==> config.mk <==
export PLATFORM = sky130hd
export DESIGN_NAME = dff_scoreboard
export DESIGN_NICKNAME = d
export VERILOG_FILES = /design/src/rtl/dff_chk_pkg.sv /design/src/rtl/chk_fifo.sv /design/src/rtl/dff_scoreboard.sv
export SDC_FILE = /design/constraint.sdc
export NUM_CORES = 1
export LEC_CHECK = 0
export BUFFER_PORTS_ARGS = -buffer_cell sky130_fd_sc_hd__buf_2
export CORE_MARGIN = 1.5
export CORE_UTILIZATION = 30
export CTS_BUF_LIST = sky130_fd_sc_hd__clkbuf_4 sky130_fd_sc_hd__clkbuf_8
export DETAILED_ROUTE_END_ITERATION = 6
export GPL_ROUTABILITY_DRIVEN = 0
export PLACE_DENSITY = 0.44
export SETUP_SLACK_MARGIN = 0.4
export SLEW_MARGIN = 25
export SYNTH_ARGS = -nofsm -noshare
export SYNTH_HDL_FRONTEND = slang
export SYNTH_SLANG_ARGS = --single-unit
==> constraint.sdc <==
create_clock -name clk -period 3.2 [get_ports clk]
set_input_delay 0.64 -clock clk [delete_from_list [all_inputs] [get_ports clk]]
set_output_delay 0.64 -clock clk [all_outputs]
set_load 0.03 [all_outputs]
==> src/rtl/dff_chk_pkg.sv <==
// Shared types and defaults for the dff_scoreboard response checker.
// Holds the checker FSM encoding and the saturating counter helper.
package dff_chk_pkg;

    typedef enum logic [1:0] {
        EMPTY,
        BUSY,
        FAULT
    } chk_state_e;

    localparam int WIDTH_DEF = 4;
    localparam int DEPTH_DEF = 8;
    localparam int CNT_W_DEF = 16;

    // Counter widths up to 64 bits share this one helper.
    function automatic logic [63:0] sat_inc(
        input logic [63:0] v,
        input int unsigned w
    );
        logic [63:0] max;
        max = (w >= 64) ? '1 : ((64'd1 << w) - 64'd1);
        return (v >= max) ? max : v + 64'd1;
    endfunction

endpackage

==> src/rtl/chk_fifo.sv <==
// Circular expected-value queue for the response checker.
// Caller guarantees legal push/pop; no error handling here.
module chk_fifo #(
    parameter int WIDTH = 4,
    parameter int DEPTH = 8
) (
    input  logic                     clk,
    input  logic                     rst,
    input  logic                     clr,
    input  logic                     push,
    input  logic                     pop,
    input  logic [WIDTH-1:0]         wdata,
    output logic [WIDTH-1:0]         rdata,
    output logic [$clog2(DEPTH):0]   count,
    output logic                     full,
    output logic                     empty
);

    localparam int AW = $clog2(DEPTH);

    logic [WIDTH-1:0] mem_q [DEPTH];
    logic [WIDTH-1:0] mem_d [DEPTH];
    logic [AW-1:0]    wr_q, wr_d;
    logic [AW-1:0]    rd_q, rd_d;
    logic [AW:0]      cnt_q, cnt_d;

    always_comb begin
        mem_d = mem_q;
        wr_d  = wr_q;
        rd_d  = rd_q;
        cnt_d = cnt_q;
        if (clr) begin
            wr_d  = '0;
            rd_d  = '0;
            cnt_d = '0;
        end else begin
            if (push) begin
                mem_d[wr_q] = wdata;
                wr_d        = wr_q + 1'b1;
            end
            if (pop) begin
                rd_d = rd_q + 1'b1;
            end
            if (push && !pop) begin
                cnt_d = cnt_q + 1'b1;
            end else if (pop && !push) begin
                cnt_d = cnt_q - 1'b1;
            end
        end
    end

    // Storage needs no reset; occupancy alone decides what is valid.
    always_ff @(posedge clk) begin
        mem_q <= mem_d;
    end

    always_ff @(posedge clk or negedge rst) begin
        if (!rst) begin
            wr_q  <= '0;
            rd_q  <= '0;
            cnt_q <= '0;
        end else begin
            wr_q  <= wr_d;
            rd_q  <= rd_d;
            cnt_q <= cnt_d;
        end
    end

    assign rdata = mem_q[rd_q];
    assign count = cnt_q;
    assign full  = (cnt_q == (AW+1)'(DEPTH));
    assign empty = (cnt_q == '0);

endmodule

==> src/rtl/dff_scoreboard.sv <==
// Response checker: pops one expected value per observed DUT output,
// counts matches/mismatches and latches the first mismatch.
module dff_scoreboard
    import dff_chk_pkg::*;
#(
    parameter int WIDTH = WIDTH_DEF,
    parameter int DEPTH = DEPTH_DEF,
    parameter int CNT_W = CNT_W_DEF
) (
    input  logic                     clk,
    input  logic                     rst,
    input  logic                     clr,
    input  logic                     exp_valid,
    input  logic [WIDTH-1:0]         exp_data,
    input  logic                     obs_valid,
    input  logic [WIDTH-1:0]         obs_data,
    output logic [CNT_W-1:0]         match_cnt,
    output logic [CNT_W-1:0]         mismatch_cnt,
    output logic                     err,
    output logic [WIDTH-1:0]         first_exp,
    output logic [WIDTH-1:0]         first_obs,
    output logic                     overflow,
    output logic                     underflow,
    output logic [$clog2(DEPTH):0]   pending,
    output logic                     idle
);

    localparam int PW = $clog2(DEPTH) + 1;

    chk_state_e       state_q, state_d;
    logic [CNT_W-1:0] match_cnt_q, match_cnt_d;
    logic [CNT_W-1:0] mismatch_cnt_q, mismatch_cnt_d;
    logic             err_q, err_d;
    logic [WIDTH-1:0] first_exp_q, first_exp_d;
    logic [WIDTH-1:0] first_obs_q, first_obs_d;
    logic             overflow_q, overflow_d;
    logic             underflow_q, underflow_d;
    logic             idle_q, idle_d;

    logic             fault;
    logic             push_req, pop_req;
    logic             ovf_ev, unf_ev;
    logic             push_en, pop_en;
    logic [WIDTH-1:0] head;
    logic [PW-1:0]    fifo_cnt, nxt_cnt;
    logic             fifo_full, fifo_empty;

    chk_fifo #(
        .WIDTH (WIDTH),
        .DEPTH (DEPTH)
    ) u_fifo (
        .clk   (clk),
        .rst   (rst),
        .clr   (clr),
        .push  (push_en),
        .pop   (pop_en),
        .wdata (exp_data),
        .rdata (head),
        .count (fifo_cnt),
        .full  (fifo_full),
        .empty (fifo_empty)
    );

    always_comb begin
        state_d        = state_q;
        match_cnt_d    = match_cnt_q;
        mismatch_cnt_d = mismatch_cnt_q;
        err_d          = err_q;
        first_exp_d    = first_exp_q;
        first_obs_d    = first_obs_q;
        overflow_d     = overflow_q;
        underflow_d    = underflow_q;

        fault    = (state_q == FAULT);
        push_req = exp_valid && !fault;
        pop_req  = obs_valid && !fault;
        // A pop on a full queue frees the slot the push needs.
        ovf_ev   = push_req && fifo_full && !pop_req;
        unf_ev   = pop_req && fifo_empty;
        push_en  = push_req && !ovf_ev;
        pop_en   = pop_req && !fifo_empty;

        nxt_cnt = fifo_cnt;
        if (push_en && !pop_en) begin
            nxt_cnt = fifo_cnt + 1'b1;
        end else if (pop_en && !push_en) begin
            nxt_cnt = fifo_cnt - 1'b1;
        end

        if (pop_en) begin
            if (head == obs_data) begin
                match_cnt_d = CNT_W'(sat_inc(64'(match_cnt_q), CNT_W));
            end else begin
                mismatch_cnt_d = CNT_W'(sat_inc(64'(mismatch_cnt_q), CNT_W));
                err_d          = 1'b1;
                if (mismatch_cnt_q == '0) begin
                    first_exp_d = head;
                    first_obs_d = obs_data;
                end
            end
        end

        if (ovf_ev) begin
            overflow_d = 1'b1;
            err_d      = 1'b1;
        end
        if (unf_ev) begin
            underflow_d = 1'b1;
            err_d       = 1'b1;
        end

        if (fault || ovf_ev || unf_ev) begin
            state_d = FAULT;
        end else if (nxt_cnt == '0) begin
            state_d = EMPTY;
        end else begin
            state_d = BUSY;
        end

        if (clr) begin
            state_d        = EMPTY;
            match_cnt_d    = '0;
            mismatch_cnt_d = '0;
            err_d          = 1'b0;
            first_exp_d    = '0;
            first_obs_d    = '0;
            overflow_d     = 1'b0;
            underflow_d    = 1'b0;
        end

        idle_d = (state_d == EMPTY);
    end

    always_ff @(posedge clk or negedge rst) begin
        if (!rst) begin
            state_q        <= EMPTY;
            match_cnt_q    <= '0;
            mismatch_cnt_q <= '0;
            err_q          <= 1'b0;
            first_exp_q    <= '0;
            first_obs_q    <= '0;
            overflow_q     <= 1'b0;
            underflow_q    <= 1'b0;
            idle_q         <= 1'b1;
        end else begin
            state_q        <= state_d;
            match_cnt_q    <= match_cnt_d;
            mismatch_cnt_q <= mismatch_cnt_d;
            err_q          <= err_d;
            first_exp_q    <= first_exp_d;
            first_obs_q    <= first_obs_d;
            overflow_q     <= overflow_d;
            underflow_q    <= underflow_d;
            idle_q         <= idle_d;
        end
    end

    assign match_cnt    = match_cnt_q;
    assign mismatch_cnt = mismatch_cnt_q;
    assign err          = err_q;
    assign first_exp    = first_exp_q;
    assign first_obs    = first_obs_q;
    assign overflow     = overflow_q;
    assign underflow    = underflow_q;
    assign pending      = fifo_cnt;
    assign idle         = idle_q;

endmodule

After elaboration in Yosys (flattened, before gate mapping). Cells that the tools add are included.

Add/subtract/negate cells: 6. $lt $le $gt $ge: 5. Equal/unequal tests: 5. Muxes and demuxes: 41. Bitwise logic cells: 3. Reduce and logical (&&, ||, !) cells: 34.

Operator list (count): $mux W16 (8); $mux W4 (14); $add A16 B1 Y16 const B (2); $bwmux W32 (1); $ge A16 B16 Y1 const B (2); $logic_not A16 Y1 (1); $bmux W4 S3 (1); $demux W4 S3 (1); $mux W3 (4); $reduce_bool A2 Y1 (6); $logic_and A1 B1 Y1 (10); $mux W1 (10); $ge A4 B4 Y1 const B (2); $logic_not A4 Y1 (2); $not A3 Y4 (2); $reduce_and A2 Y1 (4); $add A3 B1 Y3 const B (2); $logic_not A1 Y1 (6); $add A4 B1 Y4 const B (1); $eq A4 B4 Y1 (1); $eq A4 B4 Y1 const B (1); $lt A4 B1 Y1 const B (1); $mux W2 (2); $ne A4 B4 Y1 const B (1); 8 further kinds (9).

Register bits: 88. Input port bits: 13.

Depth between registers and ports, before layout. Gate-level depths: netlist of run 1.

Depth after elaboration: 16. Mapped depth: 11. Mapped depth without buffers: 9.

By module. Synthesis of run 1 repeated with hierarchy kept, for this count alone.

Cell total of the unflattened synthesis: 398. Area total of the unflattened synthesis: 4516.8 um2.

By module, submodules not included: dff_scoreboard (times used 1, cells an instance 285, area each 2667.6 um2, seq. area each 1152.4 um2); chk_fifo (times used 1, cells an instance 113, area each 1849.3 um2, seq. area each 1211.2 um2).

Worst setup path before layout of run 1. No wires, ideal clock.

Path kind: reg-to-reg. Start: reg u_fifo.rd_q[0]. End: reg match_cnt_q[12] (netlist: match_cnt[12]). Library setup time: 96 ps. Arrival: 2358 ps. Data required time: 3104 ps. Setup slack: 747 ps. Stages on the path, launching flop included: 11. Path buffers: 3. Clock period less this slack: 2453 ps. Path through: dfrtp_1 buf_6 buf_12 mux2i_1 mux4_2 xor2_1 nand2_1 nor3_2 buf_6 a21oi_1 a311oi_2.

Longest elaborated chain between the ends: 7.

RTL lines: from (decl) (line chk_fifo.sv:24) `logic [AW-1:0] rd_q, rd_d;`; from (signal assigned) (line chk_fifo.sv:64) `rd_q <= rd_d;`; $not A3 Y4 (not written as such) (line chk_fifo.sv:69) `assign rdata = mem_q[rd_q];`; $bmux W4 S3 (line chk_fifo.sv:69); $mux W4 (not written as such) (2 in a row) (line chk_fifo.sv:69); $eq A4 B4 Y1 (line dff_scoreboard.sv:91) `if (head == obs_data) begin`; $reduce_bool A2 Y1 (no line); $reduce_and A2 Y1 (no line); to (signal assigned) (line dff_scoreboard.sv:147) `match_cnt_q <= match_cnt_d;`; to (decl) (line dff_scoreboard.sv:31) `logic [CNT_W-1:0] match_cnt_q, match_cnt_d;`.

Every way passes these cells. The select of a mux whose other input is x is not followed. A chain may end at the register's enable or synchronous reset.

Final worst setup path of run 1.
Start: reg u_fifo.rd_q[0]. End: reg first_exp_q[1] (netlist: first_exp[1]).

Longest elaborated chain between the ends: 8.

RTL lines: $not A3 Y4 (not written as such) * (line chk_fifo.sv:69); $bmux W4 S3 * (line chk_fifo.sv:69); $mux W4 (not written as such) * (2 in a row) (line chk_fifo.sv:69); branches (longest 4 deep; another with $eq A4 B4 Y1); to (signal assigned) (line dff_scoreboard.sv:150) `first_exp_q <= first_exp_d;`; to (decl) (line dff_scoreboard.sv:34) `logic [WIDTH-1:0] first_exp_q, first_exp_d;`.

Mark *: on every way between the ends. The select of a mux whose other input is x is not followed.

==> key figures, run 1 <==
Status
  • Status: complete, no violations

Placement
  • DP HPWL: between 7 and 8 mm
  • PortBufs: 60

Global routing
  • GR Util All Layers: 0.147
  • Grt ovf: 0
  • Largest net degree at the start of global routing: 57
  • Initial antenna violation count: 0
  • Global-route wire length before repair: approximately 18 mm
  • Vias in the first global route: roughly 3400

STA
  • Final setup viols: 0
  • Final slew viol count: 0
  • Worst Clk Skew: between 0.01 and 0.015 ns
  • Crit path time final: roughly 2.7 ns
  • Setup TNS: 0 ns
  • Worst-Margin Slew: 0.758 ns
  • Fin crit share: 0.833
  • Final Hold Fails: 0
  • Relative slew slack: 0.494
  • RSZ-0062 raised after global routing: false
  • Fmax: 375 MHz

CTS
  • Worst-path clk slew: about 0.10 ns
  • Clk sink count: 88
  • Skew-Pair Late Insertion Delay: between 0.3 and 0.4 ns
  • Root Buffer: clkbuf_8
  • H-tree depth: 3
  • CTS Buf Count: 9
  • CTS tree: done
  • CTS Buffer Depth: 2

Synth
  • Post-Syn Nets: ~440
  • Sequential element share of the synthesized area: 0.526
  • Cells after synthesis: roughly 410
  • Syn avg cell area: roughly 11 µm²
  • #FFs+latches synth: 88
  • Mapped Area: around 4500 µm²
  • Main flop type after synthesis: dfrtp_1
  • Most instantiated cells after synthesis: dfrtp_1, nor2_1, edfxtp_1
  • Largest area contributor in the netlist: dfrtp_1
  • Synth top area share: 0.306
  • Post-synth EDFFs: 32
  • Most frequent cell after synthesis: dfrtp_1
  • Synth area leaders: dfrtp_1, edfxtp_1, mux2i_1
  • Async S/R FF share, synth: 0.636
  • Synth warn: 0
  • Synth cell types: 55

Detailed routing
  • Drt total wl: around 11 mm
  • DR WL/cell: ~17 µm
  • Vias per cell: roughly 5.3
  • Drt drc: 0
  • Via Count: approximately 3500
  • Initial drt markers: 194
  • Initial DRT Pass Iterations: 4
  • ANT nets after route: 0

Die
  • Die Wd: 125 µm
  • Die area: 15700 µm²
  • Core Footprint: approximately 15000 µm²
  • Initial Utilization: 0.308
  • Ports: slightly above 60
  • FP Rows: 44
  • Chip height: around 130 µm

Critical path
  • FF-to-FF Start: u_fifo.rd_q[0]
  • CP top delay family: multiplexers
  • CP Buf/Inv Count: 2
  • Worst setup EP type: flip-flop
  • Setup crit end: first_exp[1]
  • Worst path max stage delay: roughly 0.51 ns
  • Max FO, Critical Path: 10
  • Kind of critical path: flip-flop to flip-flop
  • Max stage delay cell, worst path: dfrtp_4
  • Setup slack, reg-to-reg: between 0.5 and 0.6 ns
  • CP Launch Point: u_fifo.rd_q[0]
  • WP data required: around 3.5 ns
  • Worst Path Arrival: 2.94 ns
  • Crit. path cell count: 9
  • Crit path cell chain: clkbuf_8 > mux2i_1 > mux4_2 > xor2_1 > nand3_2 > o21ai_0 > buf_4 > nor3_1 > a31o_2
  • Startpoint type of the worst setup path: flip-flop
  • Reg2reg end: first_exp[1]
  • R2R cell count: 9

Layout
  • Diodes inserted: 0
  • Nets: around 500
  • FILL cells: 1437
  • P&R area growth vs syn: 15.5%
  • Layout cells sized above 1: 0.231

Power and ir drop
  • Pleak: ~0.0022 µW
  • Total power draw: ~3500 µW
  • Cell Pwr Density: roughly 670 nW/µm²
  • Worst VDD drop: a little under 200 µV

Flow run
  • Maxcap violations: 0

Min path
  • Hold WC Path Type: input pin to async pin
[worst min path at each step]
| stage | startpoint | end | slack (ns) | depth (start not counted) |
|---|---|---|---|---|
| floorplan | rst | err | 0.34 | 0 |
| global placement | overflow | overflow | 0.48 | 2 |
| detailed placement | underflow | underflow | 0.49 | 2 |
| CTS | rst | match_cnt[14] | 0.43 | 2 |
| global route | rst | match_cnt[14] | 0.49 | 2 |
| finish | rst | match_cnt[12] | 0.40 | 2 |
[layer usage]
| metal | up-vias | routed length [µm] | track usage |
|---|---|---|---|
| met4 | 0 | 220 | 0.0682 |
| met2 | 78 | 5360 | 0.234 |
| met3 | 16 | 460 | 0.0308 |
| met5 | - | 0 | 0 |
| met1 | 1727 | 5160 | 0.192 |
| li1 | 1682 | - | - |
[worst reg2reg max path, delay by kind of cell, from the launching register on]
kind | cells | cell delay (ns)
DFF | 1 | 0.51
buffers and inverters | 2 | 0.44
xor gates and xnor gates | 1 | 0.19
AOI/OAI and AO/OA | 2 | 0.57
and+or+nand+nor | 2 | 0.24
muxes | 2 | 0.61
[cells by family after synthesis]
kind of cell | after synthesis | synth area share
buffers and inverters | 32 | 0.0490
and+or+nand+nor | 161 | 0.177
muxes | 26 | 0.0668
xor gates and xnor gates | 9 | 0.0175
AOI/OAI and AO/OA | 90 | 0.142
adders and majority gates | 8 | 0.0223
DFF | 88 | 0.526
[flip-flops by register name (all words and copies together), names as in the netlist]
signal,count
u_fifo.mem_q,32
match_cnt,16
mismatch_cnt,16
first_exp,4
first_obs,4
u_fifo.count,4
u_fifo.rd_q,3
u_fifo.wr_q,3
state_q,2
err,1
idle,1
overflow,1
underflow,1
[per-stage QoR]
stage	cell area (µm²)	cells	util	hold slack, ns	setup WS, ns
after floorplan	4500	414	-	0.344	0.747
after global placement	4920	646	0.337	0.480	0.172
after detailed placement	4920	646	0.337	0.492	0.0345
after CTS	5130	662	0.351	0.434	0.472
after global routing	5190	665	0.356	0.493	0.418
final	5190	665	0.356	0.399	0.534
[repair_timing]
| item | CTS | global route |
|---|---|---|
| hold buffers | 0 | 0 |
| setup buffers | 0 | 2 |
| cloned | 0 | 1 |
| pin swaps | 0 | 1 |
| resized for setup | 3 | 7 |
| setup endpoints to repair | 41 | 33 |
[layout by cell type (no fill, tap or decap), drive strengths merged, types with 6 or more instances in the layout]
master / synthesis / final
a211oi: 14 / 14
a21oi: 23 / 23
a311oi: 13 / 13
a31oi: 10 / 10
and2: 6 / 6
and3: 9 / 9
buf: 13 / 72
clkbuf: 9 / 11
dfrtp: 55 / 55
edfxtp: 32 / 32
ha: 8 / 8
inv: 10 / 13
mux2i: 21 / 21
nand2: 30 / 30
nand3: 17 / 17
nand4: 6 / 6
nor2: 46 / 46
nor3: 20 / 20
nor4: 8 / 8
o21ai: 10 / 10
[final cells by class]
cell class | instances | area (µm²) | area share
repair buffers | 73 | 418 | 0.0805
clock buffers | 10 | 131 | 0.0253
well taps | 184 | 230 | 0.0443
clock inverters | 6 | 73.8 | 0.0142
inverters | 10 | 37.5 | 0.00723
flip-flops and latches | 88 | 2370 | 0.456
multi-input cells | 294 | 1940 | 0.373
[where the power goes]
group | switching [µW] | internal, µW | leakage [µW] | total [µW]
clock network | 444 | 381 | 0.000105 | 825
logic | 773 | 461 | 0.000994 | 1230
registers | 121 | 1290 | 0.00106 | 1410
total | 1340 | 2140 | 0.00215 | 3470
No activity file was read; power rests on OpenSTA's default activity.
==> run 2, diff against run 1 <==
==> constraint.sdc (replaced) <==
create_clock -name clk -period 2.5 [get_ports clk]
set_input_delay 0.5 -clock clk [delete_from_list [all_inputs] [get_ports clk]]
set_output_delay 0.5 -clock clk [all_outputs]
set_load 0.03 [all_outputs]
==> key figures, run 2 (synthesis gave the netlist of run 1 again) <==
STA
  • RSZ-0062 raised after global routing: true
  • Worst Clk Skew: 0.0152 ns
  • Hold slack: approximately 0.16 ns
  • Final WS setup: slightly above 0.07 ns
  • Fmax: roughly 410 MHz
  • Fin crit share: 0.971
  • Worst-Margin Slew: just under 0.7 ns
  • Final setup viols: 0
  • Crit path time final: about 2.4 ns
  • Final slew viol count: 0
  • Final Hold Fails: 0
  • Relative slew slack: 0.537

Layout
  • Multi-input logic area: between 2000 and 2500 µm²
  • Commonest non-fill, non-tap cell in the layout: buf_2
  • Max FFs per register: 32
  • P&R area growth vs syn: 26.0%
  • Core Util, Final: 0.388
  • Layout cells sized above 1: 0.349
  • FILL cells: between 1000 and 1500
  • Nets: around 520
  • Diodes inserted: 0
  • Most frequent cells in the layout: buf_2, dfrtp_1, nor2_1, edfxtp_1, buf_4
  • Reg with most FFs: u_fifo.mem_q
  • Fin area: 5670 µm²
  • Register area: between 2000 and 2500 µm²

Detailed routing
  • DR WL/cell: 17.2 µm
  • ANT nets after route: 0
  • Drt total wl: 11.8 mm
  • Vias per cell: 5.26
  • Drt drc: 0
  • Via Count: 3621
  • Initial DRT Pass Iterations: 4
  • Initial drt markers: roughly 290

Power and ir drop
  • Pleak: roughly 0.0023 µW
  • Internal power: between 2000 and 3000 µW
  • Clock power frac: 0.201
  • Worst VDD drop: around 310 µV
  • Total power draw: between 4000 and 5000 µW
  • Seq pwr share: 0.371
  • Sw frac: 0.398
  • Cell Pwr Density: about 850 nW/µm²
  • NetSw: between 1500 and 2000 µW
  • Combinational share of power: 0.428

Placement
  • Post-DP Area: slightly above 5000 µm²
  • PortBufs: 60
  • DP HPWL: around 8.0 mm
  • Pre-CTS WS: -0.0158 ns

Min path
  • Hold WC Path Type: input pin to async pin

Critical path
  • CP top delay family: multiplexers
  • Max stage delay cell, worst path: mux4_2
  • Worst setup EP type: flip-flop
  • Worst Path Arrival: 2.71 ns
  • Most common cell on crit path: buf_12
  • WP data required: between 2 and 3 ns
  • Kind of critical path: flip-flop to flip-flop
  • Max FO, Critical Path: 16
  • Crit path cell chain: buf_12 > mux2i_1 > mux4_2 > xor2_2 > nand2_2 > nor3_4 > buf_12 > a41oi_1 > a311oi_1
  • Startpoint type of the worst setup path: flip-flop
  • CP Buf/Inv Count: 2
  • Worst path max stage delay: ~0.52 ns

Global routing
  • Grt ovf: 0
  • Largest net degree at the start of global routing: 31
  • Vias in the first global route: roughly 3600
  • Global-route wire length before repair: 19.4 mm
  • GR Util All Layers: 0.154
  • Initial antenna violation count: 0

Die
  • Die area: ~16000 µm²
  • Initial Utilization: 0.308
  • Chip height: ~130 µm
  • Ports: between 60 and 70
  • Die Wd: 125 µm
  • FP Rows: 44
  • Core Footprint: 14600 µm²

CTS
  • CTS tree: done
  • Root Buffer: clkbuf_8
  • Clk sink count: a little under 90
  • H-tree depth: 3
  • CTS Hold Buffers Added: 0
  • Worst-path clk slew: 0.09 ns
  • CTS Buf Count: 9
  • Skew-Pair Late Insertion Delay: approximately 0.38 ns
  • CTS Buffer Depth: 2

Flow run
  • Maxcap violations: 0

Status
  • Status: complete, no violations
[run 2: stage by stage]
step	std cells	setup TNS, ns
3_3_place_gp	660	0
2_1_floorplan	414	0
3_5_place_dp	660	-0.0158
6_report	689	0
5_1_grt	689	-0.0754
4_1_cts	688	0
[run 2: timing repair]
action / in CTS / in global routing
endpoints found under the setup margin: 59 / 59
buffers inserted: 11 / 1
resized for setup: 17 / 29
cloned: 1 / 0
pin swaps: 6 / 12
hold endpoints to repair: 0 / 0
[run 2: power groups by stage]
stage          logic [µW]  clock network, µW  registers (µW)
2_1_floorplan        1100                  0            2000
3_3_place_gp         1650                  0            1820
3_5_place_dp         1670                  0            1830
4_1_cts              1910               1010            1780
5_1_grt              2240               1070            1800
6_report             2060                968            1780
[run 2: area by class of cell]
cell class / count / share of cell area
clock inverters: 7 / 0.0104
multi-input cells: 294 / 0.387
clock buffers: 9 / 0.0219
repair buffers: 97 / 0.116
inverters: 10 / 0.00663
flip-flops and latches: 88 / 0.418
well taps: 184 / 0.0406
[run 2: path summary, 6_finish.rpt]
check | to | cells after the start | slack [ns] | startpoint
max in group asynchronous | mismatch_cnt[2] | 2 | 1.73 | rst
min reg2reg | overflow | 2 | 0.52 | overflow
min | match_cnt[14] | 1 | 0.16 | rst
max reg2reg | match_cnt[14] | 9 | 0.07 | u_fifo.rd_q[0]
min in group clk | u_fifo.mem_q[30] | 1 | 0.40 | exp_data[2]
max | match_cnt[14] | 9 | 0.07 | u_fifo.rd_q[0]
[run 2: layer usage]
layer,share of wire,vias to the layer above,global-route usage
met2,0.49,66,0.247
met4,0.016,0,0.0648
met5,0,-,0
li1,-,1728,-
met3,0.031,14,0.0295
met1,0.47,1813,0.205
[run 2: worst reg2reg max path: stages, from the launching register on]
cell	delay [ns]
dfrtp_1	0.41
buf_12	0.16
mux2i_1	0.15
mux4_2	0.52
xor2_2	0.17
nand2_2	0.12
nor3_4	0.26
buf_12	0.18
a41oi_1	0.13
a311oi_1	0.25
==> run 3, diff against run 2 <==
--- a/config.mk
+++ b/config.mk
@@ -6,7 +6,6 @@
 export NUM_CORES = 1
 export LEC_CHECK = 0
 export BUFFER_PORTS_ARGS = -buffer_cell sky130_fd_sc_hd__buf_2
-export CORE_MARGIN = 1.5
 export CORE_UTILIZATION = 30
 export CTS_BUF_LIST = sky130_fd_sc_hd__clkbuf_4 sky130_fd_sc_hd__clkbuf_8
 export DETAILED_ROUTE_END_ITERATION = 6
==> key figures, run 3 (synthesis gave the netlist of run 1 again) <==
Layout
  • Register area: 2370 µm²
  • Layout cells sized above 1: 0.355
  • Max FFs per register: 32
  • Multi-input logic area: approximately 2200 µm²
  • FILL cells: between 1000 and 1500
  • Commonest non-fill, non-tap cell in the layout: buf_2
  • Fin area: 5690 µm²
  • Reg with most FFs: u_fifo.mem_q
  • P&R area growth vs syn: 26.7%
  • Final Non-Filler Cells: 697
  • Diodes inserted: 0
  • Nets: 529
  • Most frequent cells in the layout: buf_2, dfrtp_1, nor2_1, buf_4, edfxtp_1

Die
  • Die Wd: approximately 120 µm
  • Initial Utilization: 0.308
  • Die area: between 15000 and 20000 µm²
  • Chip height: around 120 µm
  • Core Footprint: roughly 15000 µm²
  • Ports: 61
  • FP Rows: 44

Critical path
  • Max FO, Critical Path: 17
  • R2R cell count: 9
  • Worst setup EP type: flip-flop
  • Startpoint type of the worst setup path: flip-flop
  • Max stage delay cell, worst path: mux4_2
  • Crit path cell chain: buf_6 > mux2i_1 > mux4_2 > xor2_2 > nand2_4 > or2_4 > buf_12 > nor4_2 > nor3_1
  • Worst Path Arrival: around 2.7 ns
  • Worst path max stage delay: between 0.5 and 0.6 ns
  • Kind of critical path: flip-flop to flip-flop
  • WP data required: ~2.8 ns

Detailed routing
  • DR WL/cell: 16.5 µm
  • ANT nets after route: 0
  • Drt total wl: ~12 mm
  • Initial DRT Pass Iterations: 4
  • Initial drt markers: roughly 280
  • Drt drc: 0
  • Via Count: 3656
  • Vias per cell: ~5.2

Global routing
  • Vias in the first global route: 3585
  • GR Util All Layers: 0.153
  • Largest net degree at the start of global routing: 35
  • Global-route wire length before repair: around 19 mm
  • Grt ovf: 0
  • Initial antenna violation count: 0

STA
  • Worst-Margin Slew: 0.560 ns
  • Crit path time final: between 2 and 2.5 ns
  • Final WS setup: 0.0860 ns
  • Worst Clk Skew: between 0.01 and 0.015 ns
  • Setup TNS: 0 ns
  • Final Hold Fails: 0
  • Final setup viols: 0
  • Fmax: 414 MHz
  • Fin crit share: 0.966
  • Relative slew slack: 0.626
  • Final slew viol count: 0
  • RSZ-0062 raised after global routing: true

Power and ir drop
  • Seq pwr share: 0.369
  • Pleak: about 0.0023 µW
  • Clock power frac: 0.196
  • Internal power: 2940 µW
  • Worst VDD drop: a little under 300 µV
  • Cell Pwr Density: between 800 and 900 nW/µm²
  • NetSw: ~1900 µW
  • Combinational share of power: 0.435
  • Sw frac: 0.390

Flow run
  • Maxcap violations: 0

CTS
  • CTS Buffer Depth: 2
  • Skew-Pair Late Insertion Delay: between 0.3 and 0.4 ns
  • H-tree depth: 3
  • CTS Buf Count: 9
  • Clk sink count: between 80 and 90
  • CTS Hold Buffers Added: 0
  • Root Buffer: clkbuf_8
  • Worst-path clk slew: ~0.1 ns
  • CTS tree: done

Status
  • Status: complete, no violations

Placement
  • Post-DP Area: between 5000 and 6000 µm²
  • DP HPWL: between 7 and 8 mm
  • Pre-CTS WS: 0.0345 ns
  • PortBufs: 60
  • Cells after DPL: approximately 660

Min path
  • Hold WC Path Type: input pin to async pin
==> run 3: changes by cell type in the layout (fill, tap and decap cells not counted), sizes merged <==
cell,previous run,this run
clkinv,1,2
inv,15,14
buf,97,105
==> run 3: per-layer routing <==
metal  GRT usage  part of all wire  vias up
met5           0                 0        -
met4      0.0680             0.017        0
met3      0.0275             0.033       12
met2       0.245              0.48       72
met1       0.203              0.47     1830
li1            -                 -     1742
==> run 3: timing repair <==
item / 4_1_cts / 5_1_grt
setup endpoints to repair: 59 / 76
setup buffers: 5 / 13
gates resized for setup: 11 / 37
cloned: 1 / 0
pin swaps: 2 / 9
==> run 3: per-stage QoR <==
stage	total power (µW)	utilization	hold slack, ns
2_1_floorplan	3100	-	0.204
3_3_place_gp	3510	0.353	0.493
4_1_cts	4580	0.373	0.106
3_5_place_dp	3530	0.353	0.498
6_report	4830	0.390	0.111
5_1_grt	5130	0.390	0.140
==> run 3: final timing paths <==
kind | start | end | slack (ns)
hold reg to reg | overflow | overflow | 0.51
max in group asynchronous | rst | u_fifo.rd_q[1] | 1.80
setup / recovery | u_fifo.rd_q[0] | match_cnt[6] | 0.09
setup reg to reg | u_fifo.rd_q[0] | match_cnt[6] | 0.09
hold / removal | rst | match_cnt[14] | 0.11
min in group clk | exp_data[2] | u_fifo.mem_q[18] | 0.41
==> run 3: power groups by stage <==
stage,logic (µW),clock network [µW],registers (µW)
detailed placement,1720,0,1810
CTS,1790,995,1790
global route,2290,1040,1810
floorplan,1100,0,2000
global placement,1700,0,1810
finish,2100,946,1780
==> run 3: cell type report <==
class | instances | share of cell area
clock buffers | 9 | 0.0218
clock inverters | 7 | 0.0103
inverters | 10 | 0.00659
multi-input cells | 294 | 0.380
flip-flops and latches | 88 | 0.416
well taps | 184 | 0.0404
repair buffers | 105 | 0.125
==> run 3: worst max-delay path, delay by kind of cell, from the launching register on <==
family | cells | cell delay [ns]
and+or+nand+nor | 4 | 0.68
muxes | 2 | 0.66
DFF | 1 | 0.42
buffers and inverters | 2 | 0.32
xor gates and xnor gates | 1 | 0.20
